[src/rtl/unary_bin_decoder_pkg.sv]
// Shared sizing for the stochastic encode/decode chain.
// The window-counter width is defined here so the encoder and decoder stay matched.
package unary_bin_decoder_pkg;

  localparam int unsigned DEF_BITWIDTH = 8;
  localparam int unsigned WINDOW       = 1 << DEF_BITWIDTH;

endpackage : unary_bin_decoder_pkg

[src/rtl/unary_bin_decoder_cntwithen.sv]
// Enabled, clearable up-counter that wraps naturally at all-ones.
// Used as the window phase counter.
module unary_bin_decoder_cntwithen
  import unary_bin_decoder_pkg::*;
#(
  parameter int unsigned WIDTH = DEF_BITWIDTH
) (
  input  logic             iClk,
  input  logic             iRstN,
  input  logic             iEn,
  input  logic             iClr,
  output logic [WIDTH-1:0] oCnt
);

  // Clear has priority over enable.
  always_ff @(posedge iClk or negedge iRstN) begin
    if (!iRstN) begin
      oCnt <= '0;
    end else if (iClr) begin
      oCnt <= '0;
    end else if (iEn) begin
      oCnt <= oCnt + WIDTH'(1);
    end
  end

endmodule : unary_bin_decoder_cntwithen

[src/rtl/unary_bin_decoder.sv]
// Recovers a binary value from a unipolar stochastic bitstream by counting
// ones over a window of 2^BITWIDTH enabled samples.
module unary_bin_decoder
  import unary_bin_decoder_pkg::*;
#(
  parameter int unsigned BITWIDTH = DEF_BITWIDTH
) (
  input  logic                iClk,
  input  logic                iRstN,
  input  logic                iEn,
  input  logic                iClr,
  input  logic                iBit,
  output logic [BITWIDTH:0]   oValue,
  output logic                oValid,
  output logic [BITWIDTH-1:0] oPhase
);

  localparam int unsigned VW = BITWIDTH + 1;

  logic [BITWIDTH-1:0] acc;
  logic                window_done_c;

  unary_bin_decoder_cntwithen #(
    .WIDTH (BITWIDTH)
  ) u_phase (
    .iClk  (iClk),
    .iRstN (iRstN),
    .iEn   (iEn),
    .iClr  (iClr),
    .oCnt  (oPhase)
  );

  assign window_done_c = iEn & ~iClr & (&oPhase);

  // acc holds at most 2^BITWIDTH-1 ones; the final sample is added at full width.
  always_ff @(posedge iClk or negedge iRstN) begin
    if (!iRstN) begin
      acc    <= '0;
      oValue <= '0;
      oValid <= 1'b0;
    end else if (iClr) begin
      acc    <= '0;
      oValid <= 1'b0;
    end else if (window_done_c) begin
      oValue <= VW'(acc) + VW'(iBit);
      acc    <= '0;
      oValid <= 1'b1;
    end else if (iEn) begin
      acc    <= acc + BITWIDTH'(iBit);
      oValid <= 1'b0;
    end else begin
      oValid <= 1'b0;
    end
  end

endmodule : unary_bin_decoder

[config.mk]
export PLATFORM = sky130hd
export DESIGN_NAME = unary_bin_decoder
export DESIGN_NICKNAME = d
export VERILOG_FILES = /design/src/rtl/unary_bin_decoder_pkg.sv /design/src/rtl/unary_bin_decoder_cntwithen.sv /design/src/rtl/unary_bin_decoder.sv
export SDC_FILE = /design/constraint.sdc
export NUM_CORES = 1
export LEC_CHECK = 0
export ABC_AREA = 1
export BUFFER_PORTS_ARGS = -buffer_cell sky130_fd_sc_hd__buf_2
export CORE_MARGIN = 5
export CORE_UTILIZATION = 58
export CTS_CLUSTER_SIZE = 12
export DETAILED_ROUTE_END_ITERATION = 10
export PLACE_DENSITY = 0.91
export SLEW_MARGIN = 5
export SYNTH_ARGS = -nofsm -noshare
export SYNTH_HDL_FRONTEND = slang
export SYNTH_SLANG_ARGS = --single-unit
[constraint.sdc]
create_clock -name iClk -period 2.3 [get_ports iClk]
set_input_delay 0.345 -clock iClk [delete_from_list [all_inputs] [get_ports iClk]]
set_output_delay 0.345 -clock iClk [all_outputs]
set_load 0.02 [all_outputs]
==> results summary, run 1 <==
The multi-input combinational cells in the finished layout cover a total of about 570 µm². The average detailed-routed wire length per instance came out at about 12 µm. The HPWL after detailed placement is approximately 1.9 mm. The area added between synthesis and finish came out at 14.1%.

Once the floorplan was initialized, standard cells occupied between 50% and 60% of the core. The total of warnings raised by yosys came out at 0. The maximum clock frequency is around 670 MHz. In the finished design, the share of the clock period the worst path needs comes to around 65%. The maximum number of pins on one net before global-route repair came out at 27. After routing, the total negative slack on setup checks comes to 0 ns. The global-route wire length before repair is 4.62 mm. In this run the static leakage power is about 0.00084 µW.

The final layout contains routed wiring with a total length of between 2 and 3 mm. STA classifies the critical path endpoint as a flop. STA classifies the critical path startpoint as a flop. The clock reaches the later pin of the worst-skew pair after about 0.32 ns. The critical path goes through ha_1 -> inv_1 -> nor2_1 -> nand4_2 -> nand2_1 -> o21ai_1. The horizontal die dimension came out at roughly 57 µm. The number of storage elements in the synthesis netlist came out at 26.

Final hold analysis gives a worst-case slack of -0.0208 ns. Setup repair after global routing left no endpoint under its margin. The maximum resistive drop on vdd is 0.335 mV. The worst stage delay on the critical path is approximately 0.42 ns. The synthesized netlist devotes roughly 2.9% of its cell area to adder and majority cells.

The fraction of the yosys area taken by sequential cells came out at 50.4%. The area occupied by registers is around 650 µm². The TritonCTS sink count came out at 26. Synthesis produced a netlist with a net count of about 170.

The overall overflow remaining after global route is 0. The largest individual stage delay along the critical path comes from the cell dfrtp_1. The maximum number of buffers from clock root to sink is 2.

Max-cap violations in this run came to 0. The mean area per synthesized cell is 7.83 µm². The core region is around 2200 µm². The post-synthesis instance area is approximately 1300 µm².

The number of endpoints with negative hold slack in the final report is 14. The share of the synthesized area in compound gates (AO/OA/AOI/OAI) came out at 5.81%. The max-slew violation count came to 0. The setup path with the least slack is of type reg2reg.

Of all nets on the critical path, the largest fanout is 10. The clock transition at the register clock pins on the worst setup and hold paths after CTS is 0.14 ns. The height of the chip came out at between 50 and 60 µm. The fraction of layout cells with a size suffix above 1 is between 10% and 20%. The final-layout fill cell count came out at roughly 190. In this run the worst hold path is classified as in2async. The flow ran to the end, but the final reports show violations. TritonCTS built the clock tree. The total number of nets in the final design is 200. The aggregate global-route resource usage came out at 17.4%.

The total buffers and inverters traversed by the critical path came out at 1. Setup violations remaining at the end of the flow were counted as 0. The unique cell type count in the Yosys netlist is 19. The final critical delay including setup and external delays came out at about 1.5 ns.

The number of antenna cells inserted is 0. The routability congestion estimate came out at 0.838. The worst relative slew slack came out at between 60% and 70%. The total instance count after detailed placement came out at 215. The most common cell after layout, fill and taps aside is nand2_1.

The first TritonRoute pass finished after 4 iterations. The cell family with the largest share of critical-path delay is simple AND/OR/NAND/NOR gates. The pin slew with the least headroom to its limit is about 0.56 ns.

The area share of and/or/nand/nor cells after synthesis came out at roughly 33%. The proportion of synthesized area in mux cells is 0%. The total of buffers placed on input and output ports is 22. The minimum setup slack among reg-to-reg paths is around 0.80 ns. The power per cell area is roughly 500 nW/µm².

The number of buffers inserted by post-CTS setup repair is 0. The initialized floorplan defines 17 standard-cell rows. The routed layout has 1110 vias. The via count of the first global-routing pass is 1108. The critical path data required time came out at about 2.5 ns.

The library cells used most frequently in the layout, excluding fill and tap cells, are 72 x nand2_1, 26 x dfrtp_1, 22 x buf_2, 18 x inv_1, 12 x nor2_1. The number of H-tree levels is 1. On the final layout, the worst clock skew is ~0.015 ns. The number of antenna violations at the first check in global routing is 0. The die area is 3270 µm². The count of nets left with antenna violations after detail routing came out at 0. The vias per cell came out at approximately 5.

The number of hold buffers added after CTS was 0. The cell count after synthesis is 165. The final reports fail on negative hold slack. After synthesis, the largest family of logic cells by area is simple AND/OR/NAND/NOR gates. The xor/xnor share of the synthesized area is 2.03%. Post-CTS repair changed the size of 0 cells. The DRC marker count from the first detailed-route iteration is 32.

The number of top-level design ports is 23. In this run, CTS created clock tree buffers numbering 3. The number of remaining DRC errors came out at 0.

In this run the clock root is driven by a clkbuf_4. The arrival time reported for the critical path endpoint came out at ~1.7 ns. The count of non-filler cells in the finished layout is 219.
## cell type report
class	instances	share of cell area [%]
tap	28	2.38
sequential	26	44.2
clock buffer	4	2.46
multi-input combinational	119	38.4
timing repair buffer	22	7.48
inverter	20	5.10
## flip-flops by register name, indices dropped and copies added, names as in the netlist
signal	count
oValue	9
acc	8
u_phase.oCnt	8
oValid	1
## cells in the mapped netlist (all sizes together)
library cell	number	area, µm²
nor2	17	86.3
o21ai	6	30.0
xor2	2	17.5
nor4	1	6.26
a22o	1	8.76
nand3	9	45.0
inv	20	75.1
ha	3	37.5
nand2	72	270
xnor2	1	8.76
a21oi	5	36.3
nand4	2	18.8
dfrtp	26	651
## final timing paths
path / to / depth (start not counted) / start
min: u_phase.oCnt[7]$_DFFE_PN0P_ / 1 / iRstN
max reg2reg: oValue[8]$_DFFE_PN0P_ / 6 / u_phase.oCnt[0]$_DFFE_PN0P_
min in group iClk: u_phase.oCnt[0]$_DFFE_PN0P_ / 3 / iEn
min reg2reg: oValue[4]$_DFFE_PN0P_ / 2 / oValue[4]$_DFFE_PN0P_
max in group asynchronous: acc[3]$_DFFE_PN0P_ / 1 / iRstN
max: oValue[8]$_DFFE_PN0P_ / 6 / u_phase.oCnt[0]$_DFFE_PN0P_
## kinds of logic after synthesis
logic type	Yosys count
xor gates and xnor gates	3
AOI/OAI and AO/OA	12
DFF	26
adders and majority gates	3
buffers and inverters	20
and+or+nand+nor	101
## power by group
| part | internal (µW) | switching (µW) | leakage, µW |
|---|---|---|---|
| logic | 16.1 | 37.9 | 0.000461 |
| clock network | 96.9 | 133 | 0.0000210 |
| registers | 464 | 5.55 | 0.000359 |
| total | 577 | 176 | 0.000841 |
## layer usage
layer,track usage [%],vias to the layer above,share of wire [%]
met4,7.28,0,1.0
met5,0,-,0
met3,2.49,4,4.1
li1,-,568,-
met2,29.4,25,48
met1,22.5,513,47
## metrics by stage
step                power (µW)  utilization, %  hold WS (ns)  setup slack [ns]  cell area (µm²)
floorplan                  507               -        0.0494             0.946             1290
global placement           530            66.2         0.359             0.898             1440
detailed placement         533            66.2         0.374             0.842             1440
CTS                        761            67.9       0.00266             0.818             1470
global route               788            67.9        0.0189             0.680             1470
finish                     753            67.9       -0.0208             0.802             1470
Power figures use the tool's default switching activity.
==> run 2: changes to the inputs <==
Settings changed: ABC_AREA 1 to 0, CORE_UTILIZATION 58 to 54, PLACE_DENSITY 0.91 to 0.87.
Clock period 2.3 ns to 1.5 ns, I/O delays scaled along.
==> run 2 against run 1 <==
  * The flow now finishes without violations
  * Combinational power up 76%
  * Worst hold slack better by 0.22 ns
  * Routed wire length down 4.7%
  * Sequential power up 53%
  * Critical endpoint is now oValue[0]$_DFFE_PN0P_
  * Largest power group unchanged
==> results summary, run 2 <==
Result of the run: complete, no violations (was finished, violations left). The startpoint of the most critical register-to-register path was u_phase.oCnt[0]$_DFFE_PN0P_ (unchanged). The number of antenna cells inserted is 0 (unchanged). The post-route cell area came out at 1530 µm² (was 1470 µm²). The horizontal die dimension came out at 58.7 µm (was 57.2 µm). The worst hold slack came out at 0.198 ns (was -0.0208 ns).

The core region area came out at 2230 µm² (was 2170 µm²). The effective utilization at floorplan came out at 57.3% (was 59.5%). The setup total negative slack came out at 0 ns (unchanged). The power per cell area is 759 nW/µm² (was 511 nW/µm²). The final critical delay including setup and external delays came to 1.45 ns (was 1.50 ns). Commonest cells in the synthesized netlist: 26 x dfrtp_1, 13 x nand2_1, 9 x nor2_1, 7 x o21ai_1, 6 x xnor2_1 (was 72 x nand2_1, 26 x dfrtp_1, 18 x inv_1, 12 x nor2_1, 9 x nand3_1). The maximum number of pins on one net before global-route repair came out at 27 (unchanged).

The portion of the clock cycle consumed by the worst path in the final layout is 96.8% (was 65.1%). The number of endpoints with negative hold slack in the final report came out at 0 (was 14). The main combinational cell family by area after synthesis is simple AND/OR/NAND/NOR gates (unchanged).

The minimum setup slack among reg-to-reg paths is 0.05 ns (was 0.80 ns). The worst relative slew slack came out at 62.6% (was 62.9%). Unrepaired setup endpoints after global routing: no (unchanged).

The via count of the first global-routing pass is 1007 (was 1108). The max-slew violation count came out at 0 (unchanged). The number of buffers inserted by post-CTS setup repair came out at 0 (unchanged). The cell count after synthesis is 123 (was 165). The overall routed net length came out at 2.46 mm (was 2.58 mm).

The TritonCTS sink count came out at 26 (unchanged). Registers with the highest flip-flop counts: oValue: 9 flops, acc: 8 flops, u_phase.oCnt: 8 flops (unchanged). The critical path data required time came out at 1.72 ns (was 2.50 ns). Dominant cells by area after synthesis: dfrtp_1 51%, xnor2_1 4.1%, nand2_1 3.8% (was dfrtp_1 50%, nand2_1 21%, inv_1 5.2%). The number of nets in the synthesized netlist came out at 131 (was 173). The height of the chip is 58.7 µm (was 57.2 µm). The total instance count after detailed placement was 171 (was 215). The final-layout fill cell count was 201 (was 192). The number of top-level design ports came to 23 (unchanged). The top cell type's share of synthesized area is 50.9% (was 50.4%). The post-synthesis instance area came out at 1280 µm² (was 1290 µm²).

For hold timing, the worst endpoint is u_phase.oCnt[0]$_DFFE_PN0P_. The total number of vias came out at 987 (was 1110). The cell family with the largest share of critical-path delay is flip-flops (was simple AND/OR/NAND/NOR gates). The cell area after placement is 1420 µm² (was 1440 µm²). The number of enable flip-flop cells after synthesis was 0 (unchanged). The first-pass detailed-route iteration total came out at 4 (unchanged). The number of antenna violations at the first check in global routing is 0 (unchanged).

The area added between synthesis and finish came to 19.5% (was 14.1%). The latest clock arrival within the worst-skew pair came out at 0.32 ns (about the same). The vias per cell came out at 5.61 (was 5.07). The total of warnings raised by yosys was 0 (unchanged).

The type of the worst min-delay path is in2reg (was in2async). The number of H-tree levels is 1 (unchanged). The total buffers and inverters traversed by the critical path is 0 (was 1). The routability congestion estimate came to 0.853 (was 0.838). The setup skew after layout is 0.000735 ns (was 0.0154 ns). The most instantiated library cell after synthesis is dfrtp_1 (was nand2_1).

The share of synthesized cell area in full adder, half adder and majority cells came out at 2.94% (was 2.91%). The worst-case setup margin in the final layout came out at 0.0483 ns (was 0.802 ns). The unique cell type count in the Yosys netlist came out at 35 (was 19). The maximum clock frequency came out at 689 MHz (was 668 MHz). The worst stage delay on the critical path came out at 0.43 ns (was 0.42 ns). The master of the slowest instance on the critical path is dfrtp_2 (was dfrtp_1). The count of non-filler cells in the finished layout is 176 (was 219). The worst setup path category is reg2reg (unchanged). The startpoint identified for the worst hold timing path is iClr. The clock transition at the register clock pins on the worst setup and hold paths after CTS was 0.13 ns (was 0.14 ns). The xor/xnor share of the synthesized area is 7.53% (was 2.03%). The worst hold path was traced through 2 stages. The global-route wire length before repair came out at 4.29 mm (was 4.62 mm). The number of endpoints failing setup at the final stage came out at 0 (unchanged).

The clock tree root driver cell is clkbuf_4 (unchanged). The fraction of layout cells with a size suffix above 1 came to 34.5% (was 18.3%). The maximum resistive drop on vdd is 0.809 mV (was 0.335 mV). The HPWL after detailed placement came to 1.81 mm (was 1.91 mm). The number of buffers added by the clock tree synthesis step was 3 (unchanged).

Commonest non-fill, non-tap cells in the layout: 23 x dfrtp_1, 22 x buf_2, 13 x nand2_1, 9 x nor2_1, 8 x o21ai_1 (was 72 x nand2_1, 26 x dfrtp_1, 22 x buf_2, 18 x inv_1, 12 x nor2_1). The most common cell after layout, fill and taps aside is dfrtp_1 (was nand2_1). The number of remaining DRC errors is 0 (unchanged). The CTS tree is yes (unchanged). The flip-flop count of the largest register, all copies and words added is 9 (unchanged).

The aggregate global-route resource usage is 16.3% (was 17.4%). The total number of nets in the final design came out at 157 (was 200). The average detailed-routed wire length per instance is 14.0 µm (was 11.8 µm). The share of flip-flops with an asynchronous set or reset after synthesis is 100% (unchanged).

The post-synthesis cell type with the largest combined area was dfrtp_1 (unchanged). The pin slew with the least headroom to its limit came out at 0.562 ns (was 0.556 ns). The number of cells traversed by the worst register-to-register path is 4 (was 6).

The top fanout value on the critical path is 3 (was 10). The area share of and/or/nand/nor cells after synthesis is 18.4% (was 33.0%). The number of storage elements in the synthesis netlist was 26 (unchanged).

The most used flip-flop cell after synthesis was dfrtp_1 (unchanged). The leakage power is 0.000724 µW (was 0.000841 µW). The proportion of synthesized area in mux cells came out at 2.54% (was 0%). The die area was 3440 µm² (was 3270 µm²). The maximum number of buffers from clock root to sink came out at 2 (unchanged).

The kind of launch point of the worst setup path is a flop (unchanged). The mean area per synthesized cell is 10.4 µm² (was 7.83 µm²). The fraction of the yosys area taken by sequential cells came to 50.9% (was 50.4%). The count of nets left with antenna violations after detail routing was 0 (unchanged). The register with the most flip-flops is oValue (unchanged). The overall overflow remaining after global route came out at 0 (unchanged). The share of the synthesized area in compound gates (AO/OA/AOI/OAI) is 14.0% (was 5.81%). The arrival time reported for the critical path endpoint came out at 1.67 ns (was 1.70 ns). The DRC marker count from the first detailed-route iteration was 8 (was 32). The number of rows created at floorplan came to 17 (unchanged). The number of maximum-capacitance violations is 0 (unchanged). The capturing point of the worst reg2reg path is oValue[0]$_DFFE_PN0P_ (was oValue[8]$_DFFE_PN0P_). The worst slack at placement came out at 0.00799 ns (was 0.842 ns). Critical path, cell by cell: ha_1 -> and3_2 -> nand4_4 -> mux2_2 (was ha_1 -> inv_1 -> nor2_1 -> nand4_2 -> nand2_1 -> o21ai_1). The critical path capture point type is a flop (unchanged). The total of buffers placed on input and output ports is 22 (unchanged).
## run 2: worst reg2reg max path, cell delays in order, from the launching register on
cell	delay [ns]
dfrtp_2	0.43
ha_1	0.23
and3_2	0.24
nand4_4	0.11
mux2_2	0.34
## run 2: where the power goes
group	switching [µW]	internal [µW]	total (µW)	leakage [µW]
registers	6.84	710	717	0.000356
logic	58.5	36.8	95.3	0.000347
clock network	198	149	347	0.0000210
total	263	895	1160	0.000724
## run 2: what timing repair did
| item | 4_1_cts | 5_1_grt |
|---|---|---|
| setup endpoints to repair | 4 | 9 |
| resized for setup | 2 | 15 |
| endpoints found under the hold margin | 26 | 0 |
| pin swaps | 1 | 2 |
| hold buffers | 1 | 0 |
## run 2: how the worst max path moves through the flow
stage | startpoint | end | slack, ns | cells past startpoint
after floorplan | u_phase.oCnt[1]$_DFFE_PN0P_ | acc[0]$_DFFE_PN0P_ | 0.003 | 5
after global placement | u_phase.oCnt[0]$_DFFE_PN0P_ | acc[5]$_DFFE_PN0P_ | 0.08 | 5
after detailed placement | u_phase.oCnt[0]$_DFFE_PN0P_ | acc[5]$_DFFE_PN0P_ | 0.008 | 5
after CTS | u_phase.oCnt[0]$_DFFE_PN0P_ | acc[5]$_DFFE_PN0P_ | 0.02 | 5
after global routing | u_phase.oCnt[0]$_DFFE_PN0P_ | oValue[6]$_DFFE_PN0P_ | 0.0004 | 6
final | u_phase.oCnt[0]$_DFFE_PN0P_ | oValue[0]$_DFFE_PN0P_ | 0.05 | 4
## run 2: layer usage
metal	part of all wire, %	global-route usage, %	vias up
met5	0	0	-
met3	5.3	2.85	5
met1	43	18.6	466
met4	1.6	8.09	0
li1	-	-	488
met2	50	29.2	28
## run 2: final cells by class
type	instances	area, µm²	area share [%]
inverter	2	7.51	0.491
sequential	26	654	42.8
clock buffer	4	36.3	2.38
tap	28	35.0	2.29
timing repair buffer	28	158	10.3
multi-input combinational	88	637	41.7
## run 2: cell families after synthesis
logic type / Yosys count
simple gates: 43
compound gates: 28
flops: 26
xor+xnor: 11
buf+inv: 9
mux: 3
fa+ha+maj: 3
## run 2: metrics by stage
step,total power [µW],utilization [%]
finish,1160,68.4
global route,1220,68.4
CTS,1170,65.8
detailed placement,819,63.7
global placement,814,63.7
floorplan,781,-
